File: src/rtl/load_store_ctrl.sv
// Purpose : sequences LDR/STR uOPs onto the D-Cache (words 0..30) or the GPIO port (addr 31) and returns load data to the register file.
// Latency : GPIO LDR writeback 2 cycles after accept; GPIO STR strobe 1 cycle after accept; D-Cache ops 1 cycle after dc_ack.
// Backpres: req_ready is low while an op is in flight; dc_req is held until dc_ack or TIMEOUT unacked cycles.
//
// Ports:
//   clk, rst                     clock (rising edge), asynchronous active-high reset
//   req_valid/req_ready          uOP handshake; uop/addr/st_data/rd are captured on accept
//   dc_req/dc_we/dc_addr/dc_wdata D-Cache request, held stable until dc_ack
//   dc_ack/dc_rdata              D-Cache completion and read data (same cycle)
//   gpio_we/gpio_wdata           one-cycle GPIO write strobe and data
//   gpio_state                   GPIO pin state, sampled by GPIO loads
//   wb_valid/wb_rd/wb_data       one-cycle register file write strobe
//   fault                        one-cycle pulse on undefined address or D-Cache timeout
module load_store_ctrl #(
   parameter logic [4:0] UOP_LDR   = 5'd10,
   parameter logic [4:0] UOP_STR   = 5'd11,
   parameter int         GPIO_ADDR = 31,
   parameter int         TIMEOUT   = 16
) (
   input  logic        clk,
   input  logic        rst,
   input  logic        req_valid,
   output logic        req_ready,
   input  logic [4:0]  uop,
   input  logic [31:0] addr,
   input  logic [31:0] st_data,
   input  logic [3:0]  rd,
   output logic        dc_req,
   output logic        dc_we,
   output logic [4:0]  dc_addr,
   output logic [31:0] dc_wdata,
   input  logic        dc_ack,
   input  logic [31:0] dc_rdata,
   output logic        gpio_we,
   output logic [31:0] gpio_wdata,
   input  logic [31:0] gpio_state,
   output logic        wb_valid,
   output logic [3:0]  wb_rd,
   output logic [31:0] wb_data,
   output logic        fault
);

   localparam logic [1:0] S_IDLE    = 2'd0;
   localparam logic [1:0] S_DC_WAIT = 2'd1;
   localparam logic [1:0] S_GPIO    = 2'd2;
   localparam logic [1:0] S_WB      = 2'd3;

   localparam logic [31:0] GPIO_A = 32'(GPIO_ADDR);
   // Counter only has to reach TIMEOUT-1; the last unacked cycle ends the wait.
   localparam int CW = (TIMEOUT > 1) ? $clog2(TIMEOUT) : 1;

   // Everything the op needs after the accept cycle.
   typedef struct packed {
      logic        is_ldr;
      logic [4:0]  idx;
      logic [31:0] data;
      logic [3:0]  rd;
   } lat_t;

   logic [1:0]    state;
   lat_t          lat;
   logic [CW-1:0] to_cnt;
   logic [31:0]   wb_data_q;
   logic          fault_q;

   logic accept;
   logic is_ldr_in;
   logic to_dc;
   logic to_gpio;
   logic timed_out;

   assign is_ldr_in = (uop == UOP_LDR);
   assign accept    = req_valid && (state == S_IDLE) && (is_ldr_in || (uop == UOP_STR));
   assign to_dc     = (addr < GPIO_A);
   assign to_gpio   = (addr == GPIO_A);
   // An ack in the expiring cycle takes priority, so it masks the timeout here.
   assign timed_out = (TIMEOUT != 0) && !dc_ack && (to_cnt == CW'(TIMEOUT - 1));

   always_ff @(posedge clk or posedge rst) begin
      if (rst) begin
         state     <= S_IDLE;
         lat       <= '0;
         to_cnt    <= '0;
         wb_data_q <= '0;
         fault_q   <= 1'b0;
      end else begin
         fault_q <= 1'b0;
         case (state)
            S_IDLE: begin
               if (accept) begin
                  lat    <= '{is_ldr: is_ldr_in, idx: addr[4:0], data: st_data, rd: rd};
                  to_cnt <= '0;
                  if (to_dc) begin
                     state <= S_DC_WAIT;
                  end else if (to_gpio) begin
                     state <= S_GPIO;
                  end else begin
                     // Undefined address: loads write back zero alongside the fault,
                     // stores only raise the fault and never touch a resource.
                     fault_q <= 1'b1;
                     if (is_ldr_in) begin
                        wb_data_q <= '0;
                        state     <= S_WB;
                     end
                  end
               end
            end
            S_DC_WAIT: begin
               if (dc_ack) begin
                  if (lat.is_ldr) begin
                     wb_data_q <= dc_rdata;
                     state     <= S_WB;
                  end else begin
                     state <= S_IDLE;
                  end
               end else if (timed_out) begin
                  fault_q <= 1'b1;
                  if (lat.is_ldr) begin
                     wb_data_q <= '0;
                     state     <= S_WB;
                  end else begin
                     state <= S_IDLE;
                  end
               end else begin
                  to_cnt <= to_cnt + CW'(1);
               end
            end
            S_GPIO: begin
               if (lat.is_ldr) begin
                  wb_data_q <= gpio_state;
                  state     <= S_WB;
               end else begin
                  state <= S_IDLE;
               end
            end
            S_WB: begin
               state <= S_IDLE;
            end
            default: begin
               state <= S_IDLE;
            end
         endcase
      end
   end

   // Strobes decode straight from the state so they are mutually exclusive
   // and drop the instant reset is asserted.
   assign req_ready  = (state == S_IDLE);
   assign dc_req     = (state == S_DC_WAIT);
   assign dc_we      = dc_req && !lat.is_ldr;
   assign dc_addr    = lat.idx;
   assign dc_wdata   = lat.data;
   assign gpio_we    = (state == S_GPIO) && !lat.is_ldr;
   assign gpio_wdata = lat.data;
   assign wb_valid   = (state == S_WB);
   assign wb_rd      = lat.rd;
   assign wb_data    = wb_data_q;
   assign fault      = fault_q;

endmodule
File: config.mk
export PLATFORM = sky130hd
export DESIGN_NAME = load_store_ctrl
export DESIGN_NICKNAME = d
export VERILOG_FILES = /design/src/rtl/load_store_ctrl.sv
export SDC_FILE = /design/constraint.sdc
export NUM_CORES = 1
export LEC_CHECK = 0
export CORE_MARGIN = 2
export CORE_UTILIZATION = 35
export CTS_CLUSTER_DIAMETER = 40
export CTS_CLUSTER_SIZE = 14
export DETAILED_ROUTE_END_ITERATION = 12
export PLACE_DENSITY = 0.8
export REMOVE_ABC_BUFFERS = 1
export SYNTH_ARGS = -nofsm -noshare
export SYNTH_HDL_FRONTEND = slang
export SYNTH_SLANG_ARGS = --single-unit
File: constraint.sdc
create_clock -name clk -period 6.8 [get_ports clk]
set_input_delay 1.36 -clock clk [delete_from_list [all_inputs] [get_ports clk]]
set_output_delay 1.36 -clock clk [all_outputs]
set_load 0.01 [all_outputs]
; ---- Word level (Yosys, flattened, before mapping)
; Index checks and enable logic that the tools add are counted.
[word_totals]
ff_bits = 81
inputBits = 141
out_inout_bits = 111
elab_cells = 70
[classes]
n_addsub = 1
n_lt_le_gt_ge = 1
eq_ne = 17
muxes = 28
reduce_logical = 15
[ops]
columns = op, count
row1 = $mux W32, 9
row2 = $pmux W32 S3, 1
row3 = $eq A32 B5 Y1 const B, 1
row4 = $lt A32 B5 Y1 const B, 1
row5 = $mux W2, 7
row6 = $mux W4, 3
row7 = $eq A5 B4 Y1 const B, 2
row8 = $ne A2 B2 Y1 const B, 5
row9 = $pmux W2 S4, 1
row10 = $pmux W4 S2, 1
row11 = $reduce_and A8 Y1, 1
row12 = $ne A2 B1 Y1 const B, 3
row13 = $logic_and A1 B1 Y1, 5
row14 = $mux W1, 5
row15 = $add A4 B1 Y4 const B, 1
row16 = $eq A2 B2 Y1 const B, 2
row17 = $eq A4 B4 Y1 const B, 1
row18 = $ne A4 B1 Y1 const B, 1
row19 = $reduce_and A4 Y1, 1
row20 = $ne A3 B1 Y1 const B, 1
row21 = $reduce_and A3 Y1, 1
row22 = $reduce_bool A3 Y1, 1
row23 = $eq A2 B1 Y1 const B, 1
row24 = $logic_not A1 Y1, 2
row25 = other kinds (5), 5

; ---- Longest topological paths before layout
; Gate-level depths: netlist of run 1.
[depth]
ltp_word = 6
mapped_depth = 8
ltp_nobuf = 7

; ---- Least setup slack after synthesis of run 1
; Ideal clock, no wire load.
[synth_timing]
path_type = register to output
startpoint = register state[0]
endpoint = output port gpio_we
arrival_ps = 1319
required_ps = 5440
path_slack_ps = 4121
path_stages_with_launch = 6
path_buffers = 2
cell_sequence = dfrtp_1 -> inv_1 -> ha_1 -> clkbuf_1 -> clkbuf_1 -> nor2b_1
[synth_via]
elab_chain_len = 2
[synth_rtl]
columns = item, line
row1 = from (decl), 60  ; logic [1:0] state;
row2 = from (signal assigned), 81  ; state <= S_IDLE;
row3 = from (signal assigned), 94  ; state <= S_DC_WAIT;
row4 = from (signal assigned), 96  ; state <= S_GPIO;
row5 = $eq A2 B2 Y1, 153  ; assign gpio_we = (state == S_GPIO) && !lat.is_ldr;
row6 = $logic_and A1 B1 Y1, 153
row7 = to (decl), 34  ; output logic gpio_we,
; Every way passes these cells.

; ---- Worst setup path in the final report of run 1
; Ends and elaborated chain as after synthesis.

==> results of run 1 <==
-- power by group through the flow --
stage	Sequential [uW]	Combinational, uW	Clock (uW)
floorplan	977	660	0
global placement	849	1610	0
detailed placement	858	1650	0
CTS	859	1650	452
global route	886	1740	476
finish	856	1630	437
-- state kept, by name, indices dropped and copies added (netlist names) --
name	cells
dc_wdata	32
lat	1
dc_addr	5
to_cnt	4
wb_rd	4
wb_data	32
fault	1
state	2
-- synthesized netlist by cell type, types with 3 or more instances --
cell	number	area [um2]
sky130_fd_sc_hd__dfrtp_1	81	2030
sky130_fd_sc_hd__buf_4	73	548
sky130_fd_sc_hd__mux2_2	45	507
sky130_fd_sc_hd__nor2b_1	35	219
sky130_fd_sc_hd__a22oi_1	32	240
sky130_fd_sc_hd__mux2_4	30	450
sky130_fd_sc_hd__clkbuf_1	11	41.3
sky130_fd_sc_hd__nand2_1	8	30.0
sky130_fd_sc_hd__inv_1	6	22.5
sky130_fd_sc_hd__nor4_1	6	37.5
sky130_fd_sc_hd__buf_2	5	25.0
sky130_fd_sc_hd__ha_1	5	62.6
sky130_fd_sc_hd__nand3_1	5	25.0
sky130_fd_sc_hd__o21ai_0	5	25.0
sky130_fd_sc_hd__nor2_1	4	15.0
sky130_fd_sc_hd__buf_6	3	33.8
-- kinds of logic (layout without fill, tap and decap cells) --
| family | Yosys count | in the layout | synth area share (%) |
|---|---|---|---|
| fa+ha+maj | 5 | 5 | 1.40 |
| buf+inv | 98 | 273 | 15.0 |
| mux | 75 | 75 | 21.4 |
| flops | 81 | 81 | 45.3 |
| compound gates | 48 | 48 | 7.86 |
| simple gates | 70 | 70 | 9.06 |
-- worst paths after layout --
path                                  startpoint                        to  slack (ns)  cells past startpoint
max in group asynchronous                    rst   wb_data[13]$_DFFE_PP0P_        4.46                      3
setup reg to reg            state[0]$_DFFE_PP0P_   wb_data[23]$_DFFE_PP0P_        4.07                      7
min in group asynchronous                    rst  dc_wdata[20]$_DFFE_PP0P_        1.67                      3
hold reg to reg            to_cnt[3]$_DFFE_PP0P_     to_cnt[3]$_DFFE_PP0P_        0.50                      1
hold / removal             to_cnt[3]$_DFFE_PP0P_     to_cnt[3]$_DFFE_PP0P_        0.50                      1
setup / recovery            state[0]$_DFFE_PP0P_                   gpio_we        2.91                      4
-- stage by stage --
| stage | total power [uW] | utilization [%] | setup slack, ns | hold WS, ns | instances |
|---|---|---|---|---|---|
| 5_1_grt | 3100 | 54.4 | 2.72 | 0.521 | 724 |
| 4_1_cts | 2960 | 54.4 | 2.86 | 0.492 | 724 |
| 2_1_floorplan | 1640 | - | 3.09 | 0.444 | 285 |
| 3_3_place_gp | 2450 | 52.4 | 3.31 | 0.460 | 710 |
| 3_5_place_dp | 2500 | 52.4 | 3.22 | 0.481 | 710 |
| 6_report | 2920 | 54.4 | 2.91 | 0.497 | 724 |
-- cell type report --
class	count	area share [%]
well taps	172	3.15
flip-flops and latches	81	29.6
repair buffers	253	36.9
clock inverters	3	0.274
inverters	6	0.347
clock buffers	11	3.55
multi-input cells	198	26.1
-- metal layers --
metal  track usage (%)  vias to the layer above  part of all wire [%]
met5                 0                        -                     0
met4              7.84                        0                   2.2
met3              2.68                       18                   5.5
met2              30.0                      121                    53
met1              18.6                     1665                    39
li1                  -                     1582                     -
==> impl_summary.md, run 1 <==
Place
The number of I/O port buffers is 251. The post-detailed-placement half-perimeter wirelength is 8.88 mm. Summing all placed instances gives a cell area of 0.00658 mm2.

The congestion estimate from routability-driven global placement came to 0.759.

Detailed routing
The mean routed wirelength per cell is 16.2 um. The detail route stage leaves a number of antenna-violating nets equal to 0. In the routed design, unresolved DRC markers number 0. The number of vias in the routed layout is 3386. The detailed-routing iteration count for the pre-antenna-repair pass is 4.

After detailed routing, the total wire length is 11.7 mm. The number of vias per cell after detailed routing is 4.68. The iteration-0 DRC count of the detailed router is 128.

Logic synthesis
For this run, asynchronously set or reset flops after synthesis account for 100%. A synthesized cell averages 11.9 um2. The number of standard cells after synthesis is 377. Counting flops and latches in the post-synthesis netlist gives 81. During synthesis, Yosys emitted a total of 0 warnings. Of the synthesized area, sequential elements account for 45.3%. The combined area of all synthesized cells is 0.00447 mm2. Counting distinct cell types in the post-synthesis netlist gives 32. The number of enable-type register cells in the synthesized netlist is 0. Among all flip-flop cells after synthesis, the most frequent one is sky130_fd_sc_hd__dfrtp_1.

Critical path
The endpoint arrival time on the critical path is 2.53 ns. The combined buffer and inverter count along the critical path is 2. The critical path in this run is classified as reg2out.

The critical path data required time is 5.44 ns. The startpoint type of the worst setup path is a register. The worst-path maximum fanout is 34.

Walking the worst path, the cells encountered are inv_1 -> ha_1 -> nor2b_1 -> clkdlybuf4s50_1. The slowest stage of the critical path belongs to the cell sky130_fd_sc_hd__ha_1. STA classifies the critical path endpoint as an output port. The largest single stage delay on the critical path is 0.92 ns.

The cell family with the largest share of critical-path delay is adder cells.

Timing
The number of max-slew violations in the final report is 0. The top achievable clock speed is 257 MHz. The smallest clock period supported by the final layout is computed as 3.89 ns. Setup total negative slack on the finished layout was measured at 0 ns. At the pin with the least slew margin, the transition time is 1.15 ns. The relative slew slack is 23.4%.

Setup repair after global routing left no endpoint under its margin. Setup violations remaining at the end of the flow were counted as 0. The number of endpoints with negative hold slack in the final report is 0. The final clock period utilization by the worst path is 57.3%. Between clock sinks in the finished design, the worst skew comes to 0.00646 ns.

Global routing
Entering global routing, the biggest net connects 82 pins. The number of global-route vias before repair is 3541. The total track usage is 16.4%. The number of antenna violations at the first check in global routing is 0.

The final global-route overflow total is 0. The first global-routing pass estimated 17.3 mm of wire.

Clocking
The total CTS buffers is 9. At the later pin of the worst-skew pair, clock insertion delay measures 0.33 ns. The post-cts sizing count is 0. Hold repair after CTS inserted 0 buffers. The clock tree synthesis step divided the H-tree into 3 levels.

The worst-case clock buffer depth is 2. The TritonCTS clock tree is done. Buffers added to address setup during post-CTS repair amount to 0. The total number of clock tree sinks is 81. The cell sitting at the root of the clock tree is a sky130_fd_sc_hd__clkbuf_16.

Clock-pin slew was measured on the worst setup and hold paths at 0.06 ns.

Layout
The multi-input combinational cells in the finished layout cover a total of 0.00179 mm2. The filler cell count is 1092. The top cell types in the final layout, fill and taps aside, are sky130_fd_sc_hd__clkdlybuf4s50_1, sky130_fd_sc_hd__dfrtp_1, sky130_fd_sc_hd__mux2_2. The final design instance area without fill is 0.00684 mm2. The library cell used most frequently in the layout, excluding fill and tap cells, is sky130_fd_sc_hd__clkdlybuf4s50_1. The number of diodes added for antenna fixing is 0. Registers take 0.00203 mm2. The final net count is 695. In the final layout, the share of cells above drive strength 1 is 17.2%.

The post-synthesis to final-layout area growth is 52.9%.

Power
Combinational cells account for 55.8% of the total power. Sequential cells burn 29.3% of the power. Net switching is 33.5% of the power. Cell internal power was estimated by the tool at 1940 uW. The largest voltage drop on the vdd net is 193 uV. The switching power is 980 uW. Power spread over the standard cell area amounts to 427 mW/mm2. The leakage component of the power is 0.00286 uW. The clock network fraction of total power is 14.9%.

Outcome
The flow ran to the end, and the final reports show no timing, DRC or antenna violations.

Run
Across the run, the number of max-cap violations was 0.

Die
The vertical die dimension is 117 um. After floorplanning, the core was sized to cover 0.0126 mm2. After floorplanning, the core was divided into 41 placement rows. The horizontal die dimension is 117 um.

The area of the die is 0.0137 mm2. The number of top-level pins is 252. Once the floorplan was initialized, standard cells occupied 35.6% of the core.

Hold path
The type of the tightest min-delay check is reg2reg.
No activity file was read; power rests on OpenSTA's default activity.
==> run 2: changes to the inputs <==
Clock period 6.8 ns to 3.8 ns, I/O delays scaled along.
==> run 2 against run 1 <==
Against the previous run:
- routed wire length increased by 2.0%
- setup slack got worse by 1.9 ns
- non-clock buffer count increased by 2
- core utilization increased by 0.23 points
- first-iteration DRC count increased by 4.7%
- sequential power increased by 79%
- final cell count increased by 0.55%
- cell area increased by 0.42%
- clock skew about the same
- critical path depth increased by 1
- sequential share of layout area decreased by 0.12 points
- sequential cell count unchanged
- critical path type unchanged
- largest power group unchanged
==> impl_summary.md, run 2 (same netlist as run 1, synthesis figures left out) <==
Clocking
The worst-case clock buffer depth came to 2 (unchanged). The post-cts sizing count was 0 (unchanged). The number of hold-repair buffers added at the cts stage is 0 (unchanged). The total number of H-tree levels is 3 (unchanged). The total CTS buffers is 9 (unchanged).

The tree is rooted in a sky130_fd_sc_hd__clkbuf_16. The post-CTS repair timing setup buffer count was 0 (unchanged). The clock slew seen by the registers of the worst setup and hold paths came to 0.06 ns (about the same). The total number of clock tree sinks was 81 (unchanged). The TritonCTS clock tree is done. The insertion delay of the later-clocked pin in the worst-skew pair was 0.33 ns (about the same).

Layout
The final net count is 697 (+0.29%). The post-synthesis to final-layout area growth is 53.6%. The non-filler instance count after layout was 728 (+0.55%). In the layout the commonest cells are sky130_fd_sc_hd__clkdlybuf4s50_1, sky130_fd_sc_hd__dfrtp_1, sky130_fd_sc_hd__mux2_2.

The share of layout cells above drive strength 1 is 17.6% (+0.42 points). The number of diodes added for antenna fixing is 0 (unchanged). The post-layout utilization of the core is 54.7% (+0.23 points).

The commonest non-fill, non-tap cell in the layout is sky130_fd_sc_hd__clkdlybuf4s50_1.

Run
The max-cap violation count was 0 (unchanged).

Global routing
The number of antenna violations at the first check in global routing was 0 (unchanged). The total track usage is 16.9% (+0.51 points). The final global-route overflow total is 0 (unchanged). The first-pass GRT wire length came to 18.0 mm (+4.0%). The number of global-route vias before repair is 3778 (+6.7%). The pin count of the biggest net entering global routing was 58 (-29%).

Hold path
The count of cells along the worst hold path is 1 (unchanged). The tightest min-delay check is of the reg2reg type. The sink of the worst hold path is to_cnt[3]$_DFFE_PP0P_. The worst hold path begins at to_cnt[3]$_DFFE_PP0P_.

Critical path
The nature of the critical path endpoint is an output port. The startpoint identified for the worst register-to-register timing path is state[1]$_DFFE_PP0P_. The worst reg2reg path depth is 6 (-1). The worst reg-to-reg setup slack is 1.41 ns (-2.66 ns).

The critical path data required time came to 3.04 ns (-2.40 ns). The endpoint arrival time on the critical path is 2.02 ns (-0.51 ns). The startpoint type of the worst setup path is a register.

The worst-path maximum fanout is 34 (unchanged). The critical path is of the reg2out type. The endpoint identified for the worst register-to-register timing path is wb_data[13]$_DFFE_PP0P_.

Timing
The transition time at the pin with the least slew margin is 1.19 ns (+0.0461 ns). The top achievable clock speed is 359 MHz. The slack of the critical path was 1.02 ns (-1.89 ns). The number of endpoints with negative hold slack in the final report is 0 (unchanged). Counting I/O delays and the setup requirement, the final critical path takes 2.78 ns. Setup repair after global routing left no endpoint under its margin. The number of max-slew violations in the final report came to 0 (unchanged).

The setup skew after layout was 0.00671 ns (+0.000249 ns). The relative slew slack is 20.4% (-3.1 points). The final count of negative-setup-slack endpoints is 0 (unchanged). The accumulated negative setup slack came to 0 ns (unchanged). The final clock period utilization by the worst path is 73.2%.

Die
The area of the die was 0.0137 mm2 (unchanged). The horizontal die dimension was 117 um (unchanged). The number of core rows was 41 (unchanged). The initial core utilization is 35.6% (unchanged).

The core outline area came to 0.0126 mm2 (unchanged). The number of top-level pins is 252 (unchanged). The vertical die dimension is 117 um (unchanged).

Place
The number of I/O port buffers is 251 (unchanged). The post-place setup slack came to 0.849 ns (-2.37 ns). The number of instances in the placed design is 712 (+0.28%).

The final weighted congestion of routability-driven global placement is 0.770 (+1.4%). The post-detailed-placement half-perimeter wirelength came to 9.30 mm (+4.7%).

Outcome
The run finished with clean final reports.

Power
The largest voltage drop on the vdd net is 381 uV (+98%). The sequential cell fraction of total power is 29.1% (-0.2 points). The switching power was 1760 uW (+80%). The internal power component is 3490 uW (+80%). The cell area power density came to 765 mW/mm2 (+79%). The clock network fraction of total power is 15.1% (+0.2 points). The switching share of power is 33.6% (+0.041 points). The portion of total power attributed to combinational logic was 55.7% (about the same). The leakage component of the power came to 0.00287 uW (+0.26%).

Detailed routing
The post-detailed-routing wire length is 12.0 mm (+2.0%). The post-route antenna net violation count is 0 (unchanged). The number of vias in the routed layout is 3419 (+0.97%).

The iteration-0 DRC count of the detailed router is 134 (+4.7%). The number of vias per cell after detailed routing is 4.70 (+0.42%). The mean routed wirelength per cell is 16.4 um (+1.5%).

The detailed-routing iteration count for the pre-antenna-repair pass is 4 (unchanged). The number of DRC violations after detailed routing is 0 (unchanged).
[run 2: routing by layer]
| layer | up-vias | global-route usage, % | share of wire (%) |
|---|---|---|---|
| li1 | 1583 | - | - |
| met1 | 1683 | 18.0 | 37 |
| met2 | 134 | 32.4 | 55 |
| met3 | 19 | 2.73 | 5.9 |
| met4 | 0 | 8.08 | 2.4 |
| met5 | - | 0 | 0 |
[run 2: per-stage QoR]
step | instance area [um2] | hold WS, ns | power [uW]
after global routing | 6870 | 0.524 | 5570
after global placement | 6600 | 0.460 | 4390
final | 6870 | 0.504 | 5250
after CTS | 6870 | 0.507 | 5320
after floorplan | 3830 | 0.444 | 2930
after detailed placement | 6600 | 0.493 | 4500
[run 2: worst max path at each step]
| stage | start | to | cells after the start |
|---|---|---|---|
| floorplan | uop[1] | wb_data[29]$_DFFE_PP0P_ | 5 |
| global placement | uop[1] | wb_data[30]$_DFFE_PP0P_ | 7 |
| detailed placement | uop[1] | wb_data[30]$_DFFE_PP0P_ | 7 |
| CTS | state[0]$_DFFE_PP0P_ | gpio_we | 5 |
| global route | state[0]$_DFFE_PP0P_ | gpio_we | 5 |
| finish | state[0]$_DFFE_PP0P_ | gpio_we | 5 |
[run 2: critical path, cell delays in order, from the launching register on]
cell	delay (ns)
sky130_fd_sc_hd__dfrtp_1	0.41
sky130_fd_sc_hd__inv_1	0.10
sky130_fd_sc_hd__ha_1	0.15
sky130_fd_sc_hd__buf_4	0.32
sky130_fd_sc_hd__nor2b_1	0.17
sky130_fd_sc_hd__clkdlybuf4s50_1	0.55
[run 2: power by group through the flow]
stage               registers (uW)  clock network, uW  logic [uW]
floorplan                     1750                  0        1180
global placement              1520                  0        2870
detailed placement            1540                  0        2960
CTS                           1540                819        2970
global route                  1590                859        3120
finish                        1530                795        2930
[run 2: layout make-up]
cell class              instances  area, um2
fillers                      1087       5700
well taps                     172        215
multi-input cells             198       1790
clock inverters                 4       28.8
repair buffers                255       2540
clock buffers                  12        246
inverters                       6       23.8
flip-flops and latches         81       2030
==> run 3: changes to the inputs <==
Settings changed: PLACE_DENSITY 0.8 to 0.83.
Clock period 3.8 ns to 2.5 ns, I/O delays scaled along.
==> run 3 against run 2 <==
Against the previous run:
- register-to-register slack worse by 0.89 ns
- sequential share of layout area decreased by 0.27 points
- routed wire length grew 0.24%
- final cell count rose by 0.41%
- highest routed layer unchanged
- critical path type unchanged
- clock power rose by 48%
- combinational power increased by 54%
- sequential power grew 53%
- setup slack got worse by 0.91 ns
- first-iteration DRC count down 11%
==> impl_summary.md, run 3 (same netlist as run 1, synthesis figures left out) <==
Outcome
The flow ran to the end, and the final reports show no timing, DRC or antenna violations.

Detailed routing
The detailed-routing iteration count for the pre-antenna-repair pass is 4 (unchanged). The number of vias per cell after detailed routing was 4.62 (-1.7%). The number of DRC violations after detailed routing is 0 (unchanged). The mean routed wirelength per cell is 16.4 um (-0.17%). The iteration-0 DRC count of the detailed router is 119 (-11%).

The post-detailed-routing wire length is 12.0 mm (+0.24%). The number of vias in the routed layout is 3375 (-1.3%). The post-route antenna net violation count came to 0 (unchanged).

Clocking
The total number of H-tree levels came to 3 (unchanged). The total number of clock tree sinks is 81 (unchanged). The number of hold-repair buffers added at the cts stage is 0 (unchanged). TritonCTS built the clock tree.

The root buffer cell is sky130_fd_sc_hd__clkbuf_16. The total CTS buffers is 9 (unchanged). The worst-case clock buffer depth is 2 (unchanged). The clock slew seen by the registers of the worst setup and hold paths is 0.06 ns (about the same). The insertion delay of the later-clocked pin in the worst-skew pair was 0.33 ns (about the same).

Global routing
The number of global-route vias before repair is 3646 (-3.5%). The first-pass GRT wire length is 17.7 mm (-1.3%). The total track usage is 16.8% (-0.12 points). The final global-route overflow total was 0 (unchanged).

The pin count of the biggest net entering global routing is 82 (+41%). The number of antenna violations at the first check in global routing is 0 (unchanged).

Timing
The number of max-slew violations in the final report is 0 (unchanged). The accumulated negative setup slack is 0 ns (unchanged). The slack of the critical path is 0.106 ns (-0.911 ns). The worst path uses 95.7% of the clock period. Based on the critical path, the design can be clocked at up to 418 MHz. After layout, the minimum clock period comes to 2.39 ns. The relative slew slack is 71.2% (+51 points). The setup skew after layout is 0.00853 ns (+0.00182 ns). The transition time at the pin with the least slew margin is 0.432 ns (-0.763 ns). The number of endpoints with negative hold slack in the final report is 0 (unchanged). The final count of negative-setup-slack endpoints came to 0 (unchanged). The final hold slack is 0.487 ns (-0.0165 ns).

Power
The leakage component of the power came to 0.00289 uW (+0.93%). The cell area power density is 1160 mW/mm2 (+52%). The clock network fraction of total power is 14.7% (-0.4 points). The sequential cell fraction of total power came to 29.1% (about the same).

The largest voltage drop on the vdd net is 560 uV (+47%). The portion of total power attributed to combinational logic is 56.2% (+0.5 points). The switching share of power is 33.6% (+0.042 points).

The switching power was 2700 uW (+53%). The internal power component is 5330 uW (+53%). The post-layout total power is 8030 uW (+53%).

Critical path
The combined buffer and inverter count along the critical path is 2 (-1). The nature of the critical path endpoint is an output port. The slowest cell on the critical path is sky130_fd_sc_hd__clkdlybuf4s50_1. STA classifies the critical path startpoint as a register. Traced cell by cell, the critical path runs through inv_1 -> ha_1 -> clkdlybuf4s50_1. The endpoint arrival time on the critical path was 1.89 ns (-0.13 ns). The critical path data required time is 2.00 ns (-1.04 ns). The worst-path maximum fanout is 9 (-74%).

Among cell families on the critical path, the largest total delay comes from buffers and inverters. The startpoint-to-endpoint class of the critical path is reg2out. The delay of the slowest cell on the worst path was 0.62 ns (+0.07 ns).

Run
The max-cap violation count is 0 (unchanged).

Layout
The top cell types in the final layout, fill and taps aside, are sky130_fd_sc_hd__clkdlybuf4s50_1, sky130_fd_sc_hd__dfrtp_1, sky130_fd_sc_hd__mux2_2. The filler cell count is 1084 (-0.28%). The share of layout cells above drive strength 1 came to 18.1% (+0.44 points).

The non-filler instance count after layout is 731 (+0.41%). The commonest non-fill, non-tap cell in the layout is sky130_fd_sc_hd__clkdlybuf4s50_1. The final net count is 700 (+0.43%).

Compared with the post-synthesis result, the final layout area differs by 55.0%. The number of diodes added for antenna fixing is 0 (unchanged).

Die
The area of the die came to 0.0137 mm2 (unchanged). The number of top-level pins came to 252 (unchanged). The number of core rows was 41 (unchanged). The initial core utilization came to 35.6% (unchanged).

The horizontal die dimension came to 117 um (unchanged). The core outline area was 0.0126 mm2 (unchanged). The vertical die dimension was 117 um (unchanged).

Place
The number of instances in the placed design is 715 (+0.42%). The final weighted congestion of routability-driven global placement is 0.750 (-2.6%). The post-place setup slack is 0.0104 ns (-0.839 ns). The number of I/O port buffers is 251 (unchanged). The post-detailed-placement half-perimeter wirelength is 9.24 mm (-0.63%).

Hold path
The type of the tightest min-delay check is reg2reg.
## run 3: final cells by class
type | count | area (um2) | area share, %
multi-input cells | 198 | 1800 | 25.9
flip-flops and latches | 81 | 2030 | 29.2
clock inverters | 4 | 30.0 | 0.433
well taps | 172 | 215 | 3.10
repair buffers | 258 | 2600 | 37.5
inverters | 6 | 23.8 | 0.343
clock buffers | 12 | 236 | 3.41
## run 3: power groups by stage
stage	clock network (uW)	registers, uW	logic, uW
2_1_floorplan	0	2660	1800
3_3_place_gp	0	2310	4430
3_5_place_dp	0	2340	4550
4_1_cts	1220	2340	4560
5_1_grt	1290	2420	4810
6_report	1180	2340	4520
## run 3: stage by stage
| step | utilization [%] | cell area, um2 |
|---|---|---|
| detailed placement | 53.0 | 6660 |
| CTS | 55.1 | 6920 |
| finish | 55.2 | 6930 |
| global placement | 53.0 | 6660 |
| floorplan | - | 3830 |
| global route | 55.2 | 6930 |
## run 3: final timing paths
check | to | start | depth (start not counted) | slack [ns]
worst max register to register | to_cnt[3]$_DFFE_PP0P_ | state[1]$_DFFE_PP0P_ | 6 | 0.52
worst min-delay path | to_cnt[3]$_DFFE_PP0P_ | to_cnt[3]$_DFFE_PP0P_ | 1 | 0.49
worst min register to register | to_cnt[3]$_DFFE_PP0P_ | to_cnt[3]$_DFFE_PP0P_ | 1 | 0.49
max in group asynchronous | wb_data[22]$_DFFE_PP0P_ | rst | 3 | 1.58
worst max-delay path | req_ready | state[1]$_DFFE_PP0P_ | 3 | 0.11
min in group asynchronous | dc_wdata[5]$_DFFE_PP0P_ | rst | 3 | 0.57
## run 3: routing by layer
layer | vias up | GRT usage [%] | share of wire, %
met4 | 0 | 6.20 | 1.9
met5 | - | 0 | 0
met1 | 1642 | 17.8 | 36
met2 | 123 | 31.9 | 56
li1 | 1591 | - | -
met3 | 19 | 4.43 | 6.3
## run 3: repair_timing
item	CTS	global route
gates resized for setup	0	2
setup buffers	0	0
setup endpoints to repair	0	1
==> variant (settings of run 2) <==
`TIMEOUT`: 16 -> 8.
--- a/src/rtl/load_store_ctrl.sv
+++ b/src/rtl/load_store_ctrl.sv
@@ -15,7 +15,7 @@
    parameter logic [4:0] UOP_LDR   = 5'd10,
    parameter logic [4:0] UOP_STR   = 5'd11,
    parameter int         GPIO_ADDR = 31,
-   parameter int         TIMEOUT   = 16
+   parameter int         TIMEOUT   = 8
 ) (
    input  logic        clk,
    input  logic        rst,
Formal check against the unedited RTL: no difference found for any inputs over 4 cycles, from zero or initial values and one cycle with rst high; that may be too few to reach the edited logic, so the function may still have changed.
==> variant against run 2 <==
Total power shrank 5.8%; area after synthesis down 3.0%; setup slack got worse by 0.0024 ns; design area shrank 1.4%; combinational power decreased by 13%; critical path depth is the same; first-iteration DRC count is 16% higher; hold slack worse by 0.026 ns; count of clock-buffer cells in the layout is 2 lower; non-clock buffer count grew 1; clock power increased by 20%; register-to-register slack improved by 0.03 ns; largest cell class unchanged; wire length decreased by 4.1%; sequential cell count is 1 lower.
==> variant: results (changes against run 2) <==
===============================================================================
Final instance count without filler cells                                   798   +9.6%
Reg-to-reg setup timing slack                                           1.44 ns   +0.03 ns
Critical R2R Launch                                                    state[0]
Vias in the first global route                                            3,720   -1.5%
Crit path max fanout                                                         34   unchanged
Proportion of synthesized chip area in sequential cells                  46.12%   +0.82 points
Leading post-synthesis cells by cell area                          sky130_fd_sc_hd__dfrtp_1 (46%), sky130_fd_sc_hd__buf_4 (13%), sky130_fd_sc_hd__nand2_1 (11%)
Combinational Power Share                                                 51.6%   -4.1 points
Leakage power                                                          2.956 nW   +3.1%
Net count, final                                                            773   +11%
Number of DRC markers after the initial detailed-route iteration            156   +16%
Largest net degree at the start of global routing                            81   +40%
Global routing usage summed across all routing layers                    17.03%   +0.091 points
Clock Skew                                                          0.005324 ns   -0.001382 ns
Fill cell instance count of the final layout                              1,033   -5.0%
Antenna violations before repair                                              0   unchanged
Instance area at placement                                         0.006440 mm2   -2.4%
Path depth of the worst reg2reg path                                          7   +1
IR drop worst, VDD                                                    0.4532 mV   +19%
Number of instances in the placed design                                    783   +10%
Global-route wire length before repair                                17,800 um   -0.88%
Placer's final routability congestion estimate                           0.8367   +8.7%
Library cells used by synthesis                                              34   +6.3%
Reg2Reg Capture Point                                               wb_data[12]
Metal-1 WL                                                              4740 um   +7.3%
Status                                                                completed
Post-Synthesis Mean Instance Area                                     9.518 um2   -20%
TritonRoute pass-1 iters                                                      6   +2
HPWL after detailed placement                                           8636 um   -7.1%
Worst slew margin                                                        23.41%   +3.0 points
Detailed route wirelength on metal3                                     1094 um   +56%
CTS H-tree lvls                                                               3   unchanged
Share of layout cells above drive strength 1                             8.889%   -8.7 points
Net load switching power                                               1.644 mW   -6.7%
Routed wl met2                                                          5443 um   -17%
Ranking of synthesized cells by instance count                     sky130_fd_sc_hd__nand2_1 (126), sky130_fd_sc_hd__dfrtp_1 (80), sky130_fd_sc_hd__buf_4 (73)
Clk network pwr share                                                     19.3%   +4.2 points
===============================================================================
## variant: per-layer routing
metal	track usage, %	vias up
met1	19.38	1672
met3	4.586	17
met2	30.45	183
li1	-	1769
met4	6.345	0
met5	0	-
## variant: kinds of logic (layout without fill, tap and decap cells)
group                    count (synthesis)  after routing  synth area share [%]
multiplexers                            35             35                 9.052
AO/OA/AOI/OAI                           46             46                 7.899
buffers and inverters                  104            278                 15.85
flip-flops                              80             80                 46.12
adder cells (fa/ha/maj)                  6              6                 1.730
AND/OR/NAND/NOR                        185            185                 19.34
## variant: final cells by class
class                           count  area (um2)  area share, %
Timing Repair Buffer              256        2550          37.64
Sequential cell                    80        2002          29.55
Multi-Input combinational cell    272        1650          24.36
Clock buffer                       10       229.0          3.380
Tap cell                          168       210.2          3.102
Clock inverter                      5       106.4          1.570
Inverter                            7       27.53         0.4063
## variant: through the flow
step | setup WS, ns | utilization, %
after global placement | 0.8376 | 53.39
after global routing | 0.8702 | 56.17
after CTS | 0.9756 | 56.17
final | 1.015 | 56.17
after detailed placement | 0.7213 | 53.39
after floorplan | 0.4922 | -
## variant: how the worst min path moves through the flow
stage / startpoint / endpoint / slack [ns] / cells after the start
finish: wb_rd[0] / wb_rd[0] / 0.48 / 2
CTS: dc_addr[2] / dc_addr[2] / 0.48 / 2
floorplan: to_cnt[0] / to_cnt[0] / 0.51 / 1
global placement: dc_addr[0] / dc_addr[0] / 0.46 / 2
detailed placement: dc_addr[2] / dc_addr[2] / 0.47 / 2
global route: dc_addr[2] / dc_addr[2] / 0.50 / 2
## variant: critical path: cells and delay by family (launching register included)
family / cells / cell delay (ns)
flip-flops: 1 / 0.41
adder cells (fa/ha/maj): 1 / 0.14
buffers and inverters: 3 / 0.97
AND/OR/NAND/NOR: 1 / 0.18
